==> src/rtl/regfile_scoreboard.sv <==
// Dual-issue register scoreboard: per-register in-flight write counters that
// gate per-slot issue grants and retire on the two writeback ports.
module regfile_scoreboard #(
    parameter int NREG  = 32,
    parameter int CNT_W = 2
) (
    input  logic                     clk,
    input  logic                     resetn,
    input  logic                     issue_valid_1,
    input  logic                     issue_valid_2,
    input  logic [$clog2(NREG)-1:0]  issue_src1_1,
    input  logic [$clog2(NREG)-1:0]  issue_src2_1,
    input  logic [$clog2(NREG)-1:0]  issue_src1_2,
    input  logic [$clog2(NREG)-1:0]  issue_src2_2,
    input  logic [1:0]               issue_rs_en_1,
    input  logic [1:0]               issue_rs_en_2,
    input  logic [$clog2(NREG)-1:0]  issue_dst_1,
    input  logic [$clog2(NREG)-1:0]  issue_dst_2,
    input  logic                     issue_wen_1,
    input  logic                     issue_wen_2,
    input  logic                     allow_in,
    output logic                     issue_ok_1,
    output logic                     issue_ok_2,
    input  logic                     wb_valid_1,
    input  logic                     wb_valid_2,
    input  logic [$clog2(NREG)-1:0]  wb_dst_1,
    input  logic [$clog2(NREG)-1:0]  wb_dst_2,
    input  logic                     flush,
    output logic [NREG-1:0]          pending_mask,
    output logic                     sb_busy,
    output logic                     sb_err
);
    localparam int AW   = $clog2(NREG);
    localparam int CMAX = (1 << CNT_W) - 1;
    localparam logic [CNT_W-1:0] CMAX_V  = CNT_W'(CMAX);
    localparam logic [CNT_W-1:0] CMAX_M2 = CNT_W'(CMAX - 2);

    logic [CNT_W-1:0] cnt     [NREG];
    logic [CNT_W-1:0] cnt_nxt [NREG];
    logic [NREG-1:0]  mask_nxt;
    logic             err_v;
    int               inc_v, dec_v, sum_v;

    logic src_ok_1, src_ok_2, dst_ok_1, dst_ok_2, raw_12, same_dst;
    logic fire_1, fire_2;

    // cnt[0] is held at zero, so reads of r0 never block.
    assign src_ok_1 = !(issue_rs_en_1[0] && issue_src1_1 != '0 && cnt[issue_src1_1] != '0) &&
                      !(issue_rs_en_1[1] && issue_src2_1 != '0 && cnt[issue_src2_1] != '0);
    assign src_ok_2 = !(issue_rs_en_2[0] && issue_src1_2 != '0 && cnt[issue_src1_2] != '0) &&
                      !(issue_rs_en_2[1] && issue_src2_2 != '0 && cnt[issue_src2_2] != '0);

    assign dst_ok_1 = !(issue_wen_1 && issue_dst_1 != '0) || (cnt[issue_dst_1] < CMAX_V);

    assign raw_12   = issue_wen_1 && issue_dst_1 != '0 &&
                      ((issue_rs_en_2[0] && issue_src1_2 == issue_dst_1) ||
                       (issue_rs_en_2[1] && issue_src2_2 == issue_dst_1));

    // Both slots allocating the same register need two free counter steps.
    assign same_dst = issue_wen_1 && issue_wen_2 && issue_dst_2 == issue_dst_1;
    assign dst_ok_2 = !(issue_wen_2 && issue_dst_2 != '0) ||
                      (same_dst ? (cnt[issue_dst_2] <= CMAX_M2) : (cnt[issue_dst_2] < CMAX_V));

    assign issue_ok_1 = issue_valid_1 && src_ok_1 && dst_ok_1;
    assign issue_ok_2 = issue_ok_1 && issue_valid_2 && src_ok_2 && !raw_12 && dst_ok_2;

    assign fire_1 = issue_ok_1 && allow_in;
    assign fire_2 = issue_ok_2 && allow_in;

    // NOTE: every variable written here gets a default first so no latch is inferred.
    always_comb begin
        err_v    = 1'b0;
        inc_v    = 0;
        dec_v    = 0;
        sum_v    = 0;
        mask_nxt = '0;
        for (int r = 0; r < NREG; r++) cnt_nxt[r] = '0;
        if (!flush) begin
            for (int r = 1; r < NREG; r++) begin
                inc_v = 0;
                dec_v = 0;
                if (fire_1 && issue_wen_1 && issue_dst_1 == AW'(r)) inc_v = inc_v + 1;
                if (fire_2 && issue_wen_2 && issue_dst_2 == AW'(r)) inc_v = inc_v + 1;
                if (wb_valid_1 && wb_dst_1 == AW'(r)) dec_v = dec_v + 1;
                if (wb_valid_2 && wb_dst_2 == AW'(r)) dec_v = dec_v + 1;
                sum_v = int'(cnt[r]) + inc_v - dec_v;
                if (sum_v < 0) begin
                    cnt_nxt[r] = '0;
                    err_v      = 1'b1;
                end else if (sum_v > CMAX) begin
                    cnt_nxt[r] = CMAX_V;
                    err_v      = 1'b1;
                end else begin
                    cnt_nxt[r] = sum_v[CNT_W-1:0];
                end
                mask_nxt[r] = (cnt_nxt[r] != '0);
            end
        end
    end

    // NOTE: sequential state uses non-blocking assignments only.
    // NOTE: the counter array is plain flops, not RAM, so it is reset with everything else.
    always_ff @(posedge clk or negedge resetn) begin
        if (!resetn) begin
            for (int r = 0; r < NREG; r++) cnt[r] <= '0;
            pending_mask <= '0;
            sb_busy      <= 1'b0;
            sb_err       <= 1'b0;
        end else begin
            for (int r = 0; r < NREG; r++) cnt[r] <= cnt_nxt[r];
            pending_mask <= mask_nxt;
            sb_busy      <= |mask_nxt;
            sb_err       <= sb_err | err_v;
        end
    end
endmodule

==> config.mk <==
export PLATFORM = sky130hd
export DESIGN_NAME = regfile_scoreboard
export DESIGN_NICKNAME = d
export VERILOG_FILES = /design/src/rtl/regfile_scoreboard.sv
export SDC_FILE = /design/constraint.sdc
export NUM_CORES = 1
export LEC_CHECK = 0
export CAP_MARGIN = 20
export CORE_MARGIN = 5
export CORE_UTILIZATION = 30
export DETAILED_ROUTE_END_ITERATION = 16
export PLACE_DENSITY = 0.53
export RECOVER_POWER = 25
export SYNTH_ARGS = -nofsm -noshare
export SYNTH_HDL_FRONTEND = slang
export SYNTH_SLANG_ARGS = --single-unit
==> constraint.sdc <==
create_clock -name clk -period 6.4 [get_ports clk]
set_clock_uncertainty 0.1 [all_clocks]
set_input_delay 0.64 -clock clk [delete_from_list [all_inputs] [get_ports clk]]
set_output_delay 0.64 -clock clk [all_outputs]
set_load 0.05 [all_outputs]
# Yosys cells after proc, flatten, opt, wreduce, memory -nomap -nowiden
# Cells that the tools add are included.
# totals
regBits	95
word_cells	991
out_inout_bits	36
inputBits	54
# op_classes
eq_ne	127
addsub	124
bitwise_logic	7
reduce_logical	203
order_cmp	71
n_mux	425
# op_table
cell	count
$mux 32	186
$add 32x2->32 const B	62
$add 3x32->32	31
$gt 32x3->1 const B	31
$lt 32x1->1 const B	31
$sub 32x32->32	31
$eq 5x5->1 const B	64
$mux 2	105
$eq 5x4->1 const B	32
$logic_and 1x1->1	151
$mux 1	126
$eq 5x3->1 const B	16
$reduce_bool 2->1	35
$mux 62	1
$bmux 2 s5	6
$eq 5x2->1 const B	8
$ge 6x6->1 const B	6
$not 5->6	6
$mux 31	1
$reduce_or 31->1	1
$reduce_bool 5->1	6
$eq 5x1->1 const B	4
$eq 5x5->1	3
$logic_not 1->1	7
other kinds (4)	7

# Depth between registers and ports, before layout
# depth
word_depth	86
depth_mapped	26
mapped_depth_nobuf	22

# Least setup slack after synthesis
# OpenSTA, ideal clock, no wires.
# synth_timing
kind	input port to flip-flop
from	in issue_dst_2[0]
to	reg sb_err
slack_ns	0.756
t_required_ns	6.173
n_path_buf	3
cell_stages	20
arrival_ns	5.417
cell_sequence	buf_2 buf_1 mux2_2 a311oi_1 nand4_1 a311oi_1 nand4b_1 buf_2 nor4_1 ha_1 inv_1 fa_1 fa_1 ha_1 nor2b_1 o22ai_1 or4_1 nor4_1 a31oi_1 or2_2
# synth_between
elab_chain_cells	80
word_cells_on_any_way	328
# synth_rtl
element	line	text
start, declared	18	input logic [$clog2(NREG)-1:0] issue_dst_2,
$not 5->6 (not written as such)	62	(same_dst ? (cnt[issue_dst_2] <= CMAX_M2) : (cnt[issue_dst_2] < CMAX_V));
$bmux 2 s5	62	
$mux 2 (not written as such) (2 in series)	62	
$lt 2x2->1 or $le 2x1->1 (tied branches)	62	
$mux 1	62	
$logic_or 1x1->1	61	assign dst_ok_2 = !(issue_wen_2 && issue_dst_2 != '0) ||
$logic_and 1x1->1	65	assign issue_ok_2 = issue_ok_1 && issue_valid_2 && src_ok_2 && !raw_12 && dst_ok_2;
$logic_and 1x1->1	68	assign fire_2 = issue_ok_2 && allow_in;
[... 63 more ...]	-	
$mux 1	90	end else if (sum_v > CMAX) begin
$mux 1	87	if (sum_v < 0) begin
$mux 1	90	
$mux 1	87	
$mux 1	90	
$mux 1 *	87	
$mux 1 *	78	if (!flush) begin
$or 1x1->1 *	113	sb_err <= sb_err | err_v;
end signal, assigned	113	
end, declared	31	output logic sb_err
# Mark *: on every way between the ends. The rest lies on a longest branch, timed or not. The select of a mux whose other input is x is not followed.

# Final worst setup path
# layout_timing
from	in issue_dst_2[0]
to	reg sb_busy
# layout_between
elab_chain_cells	22
word_cells_on_any_way	390
# layout_rtl
element	line	text
$not 5->6 (not written as such)	62	
$bmux 2 s5	62	
$mux 2 (not written as such) (2 in series)	62	
$lt 2x2->1 or $le 2x1->1 (tied branches)	62	
$mux 1	62	
$logic_or 1x1->1	61	
$logic_and 1x1->1	65	
$logic_and 1x1->1	68	
[... 6 more ...]	-	
$gt 32x3->1	90	
$mux 2	90	
$mux 2 *	87	
$mux 2 *	78	
$reduce_bool 2->1 *	96	mask_nxt[r] = (cnt_nxt[r] != '0);
$mux 31 *	78	
net mask_nxt[10]	40	logic [NREG-1:0] mask_nxt;
$reduce_or 31->1 *	112	sb_busy <= |mask_nxt;
end signal, assigned	112	
end, declared	30	output logic sb_busy,
# Mark *: on every way through the listed nets, which the timed path passes. The rest lies on a longest branch. The select of a mux whose other input is x is not followed.

==> key figures <==
Setup path
  • Arr. time, crit path: 6.26 ns
  • Setup crit end kind: flip-flop
  • Worst Path Buf+Inv: 10
  • CP max stage cell: or4_4
  • Worst EP required: 6.54 ns
  • Worst Setup Start Kind: input port
  • Worst R2R Setup Slack: 0.53 ns
  • Slowest stage delay, CP: 0.55 ns
  • Crit Path Max Fanout: 6
  • CP Class: input port to flip-flop
  • Top Family by Delay on Critical Path: buffers and inverters

Finish
  • Nets: 1,909
  • Share of layout cells above drive strength 1: 20.5%
  • Fin util: 39.3%
  • Design area: 15,700 um2
  • Area delta synth->final: 29.2%
  • Number of fill cells: 4,026
  • Non-filler instance count after layout: 2,136
  • # diodes: 0

Yosys
  • Ys Warns: 0
  • Fraction of registers with async set/reset: 100%
  • Number of enable flip-flop cells after synthesis: 0
  • Yosys cell types: 63
  • Top cell type's share of synthesized area: 19.6%
  • Post-synth top area cell: dfrtp_1
  • Cell area after synthesis: 12,100 um2
  • Top post-synthesis cells by area: dfrtp_1 20%, ha_1 19%, fa_1 10%
  • Sequential share of the synthesized area: 19.6%
  • Syn nets: 1,663
  • Syn_area_per_cell: 8.90 um2
  • Synth Register Bits: 95
  • Gate Count Post-Synth: 1,361
  • Synth Flop Type: dfrtp_1

STA
  • Worst slew margin relative to its limit: -81.3%
  • Shortest period the worst path allows: 6.12 ns
  • Part of the cycle the worst path needs: 95.7%
  • Maximum clock rate: 163 MHz
  • Hold Violations, Final: 0
  • RSZ-0062 raised after global routing: yes
  • Hold slack: 0.452 ns
  • Slew @ Worst Pin: 2.72 ns
  • Max-slew violation count: 98
  • Setup violators final: 0
  • Setup ws final: 0.276 ns
  • Fin Setup TNS: 0 ns

Clocking
  • CTS tree: yes
  • Worst-skew pair later-pin latency: 0.38 ns
  • Reg clk slew, reported paths: 0.07 ns
  • Total CTS buffers: 9
  • Root Buffer: clkbuf_16
  • Longest Clk Path Bufs: 2
  • Hold Buf Count CTS: 0
  • Clock tree sinks: 95
  • H-tree levels: 3

Routing
  • Drt drc: 0
  • DRT Wirelength: 48,400 um
  • Wire length per cell: 22.7 um
  • Via count of the routed design: 11,400
  • Vias per cell: 5.34
  • Post-route ant nets: 0
  • First-pass DRT Iterations: 5
  • Violation count after the first detailed-routing iteration: 955

Power
  • Sequential share of power: 20.8%
  • Power share of the combinational group: 69.5%
  • Sw Ratio: 49.2%
  • Leak Pwr: 7.36 nW
  • Power Dens Cells: 373 nW/um2
  • Sw power: 2.87 mW
  • Clk pwr share: 9.8%
  • Internal: 2.97 mW
  • Peak supply drop: 0.000206 V
  • Pwr Total: 5.84 mW

Global route
  • Vias in the first global route: 11,600
  • Antenna violations before repair: 1
  • First-pass GRT wire length: 72,000 um
  • Overall global routing resource usage: 21.5%
  • Largest net degree at the start of global routing: 56
  • Grt ovf: 0

Run status
  • Run status: complete, but fails checks
  • Failing checks: max-capacitance violations, max-slew violations

Floorplan
  • Ports: 90
  • Chip height: 211 um
  • Placeable Area: 39,800 um2
  • Starting Density: 30.4%
  • Row count: 73
  • Die area: 44,500 um2
  • Width of the die: 211 um

Placed design
  • DP Worst Slack: -0.554 ns
  • Final GP Congestion: 0.976
  • Cell Area, Placed: 14,900 um2
  • Port Buf Inserts: 88
  • Placed insts: 2,116
  • Dpl hpwl: 40,000 um

Run
  • Max-cap violations: 2

Worst hold path
  • Hold crit path type: flip-flop to flip-flop
## cell usage after synthesis, types with 6 or more instances
cell      count
a211oi_1     51
a21oi_1      17
a22oi_1       9
a311oi_1     11
buf_1         8
buf_2        11
clkbuf_1     28
dfrtp_1      95
fa_1         62
ha_1        186
inv_1       274
mux2i_1       8
mux4_1        6
mux4_2       42
nand2_1      32
nand2b_1     24
nand3_1      28
nand3b_1      6
nand4_1      12
nor2_1      135
nor2b_1      30
nor3_1       83
nor3b_1       9
nor4_1       55
o21a_1       22
o21ai_0      10
o22ai_1       7
o31a_1        8
or2_2        13
xor2_1       12
## logic make-up after synthesis
logic type | after synthesis | synth area share (%)
buffers and inverters | 332 | 10.9
muxes | 59 | 10.0
AOI/OAI and AO/OA | 164 | 9.93
xor gates and xnor gates | 15 | 1.08
other | 1 | 0.0309
and+or+nand+nor | 447 | 18.9
DFF | 95 | 19.6
adders and majority gates | 248 | 29.4
## worst reg2reg max path: cells and delay by family (launching register included)
| family | cells | cell delay [ns] |
|---|---|---|
| and+or+nand+nor | 9 | 2.57 |
| adders and majority gates | 5 | 1.35 |
| buffers and inverters | 5 | 0.54 |
| DFF | 1 | 0.50 |
| AOI/OAI and AO/OA | 3 | 0.35 |
| muxes | 1 | 0.33 |
## repair_timing
| action | CTS | global route |
|---|---|---|
| setup endpoints to repair | 2 | 2 |
| pin swaps | 0 | 14 |
| gates resized for setup | 4 | 65 |
| cloned | 0 | 2 |
| setup buffers | 0 | 3 |
## layout by cell type, fill, tap and decap left out, types with 8 or more instances in the layout
cell               n
nand2_1           32
nand3_1           28
nor4_4            10
buf_4            189
o31a_1             8
a211oi_1          48
o21ai_0           10
or2_2             13
clkdlybuf4s50_1   85
fa_1              62
mux4_2            42
nor2_1           135
mux2i_1            8
nor3_1            79
nand4_1           12
nand2b_1          22
nor4_1            29
a22oi_1            9
xor2_1            12
a21oi_1           17
clkbuf_16         10
a311oi_1           9
o21a_1            22
ha_1             185
nor4_2            16
inv_1            274
nor2b_1           21
nor3b_1            9
dfrtp_1           95
## metal layers
metal  routed length (um)  vias to the layer above  share of wire, %  GRT usage [%]
met1                21200                     5633                44           29.6
li1                     -                     5235                 -              -
met4                 2120                        0               4.4           8.90
met5                    0                        -                 0              0
met3                 3340                       86               6.9           3.52
met2                21800                      452                45           33.8
## power by group through the flow
stage | Clock (mW) | Sequential, mW | Combinational [mW]
after floorplan | 0 | 1.34 | 1.90
after global placement | 0 | 1.21 | 3.82
after detailed placement | 0 | 1.21 | 3.87
after CTS | 0.591 | 1.20 | 3.90
after global routing | 0.610 | 1.23 | 4.41
final | 0.570 | 1.21 | 4.06
## cell type report
class | count | area, um2 | area share (%)
clock buffers | 10 | 229 | 1.46
multi-input cells | 935 | 8800 | 56.2
clock inverters | 5 | 60.1 | 0.383
repair buffers | 290 | 2500 | 16.0
inverters | 276 | 1040 | 6.61
flip-flops and latches | 95 | 2380 | 15.2
well taps | 525 | 657 | 4.19
## state kept, by name (all words and copies together) (netlist names)
| register | cells |
|---|---|
| cnt | 62 |
| pending_mask | 31 |
| sb_busy | 1 |
| sb_err | 1 |
## worst paths after layout
path / from / end / cells after the start
max: issue_dst_2[0] / sb_busy / 25
min: sb_err / sb_err / 1
max reg2reg: cnt[1] / sb_err / 23
min reg2reg: sb_err / sb_err / 1
max in group asynchronous: resetn / cnt[43] / 2
min in group asynchronous: resetn / cnt[9] / 1
(Power assumes the default switching activity.)
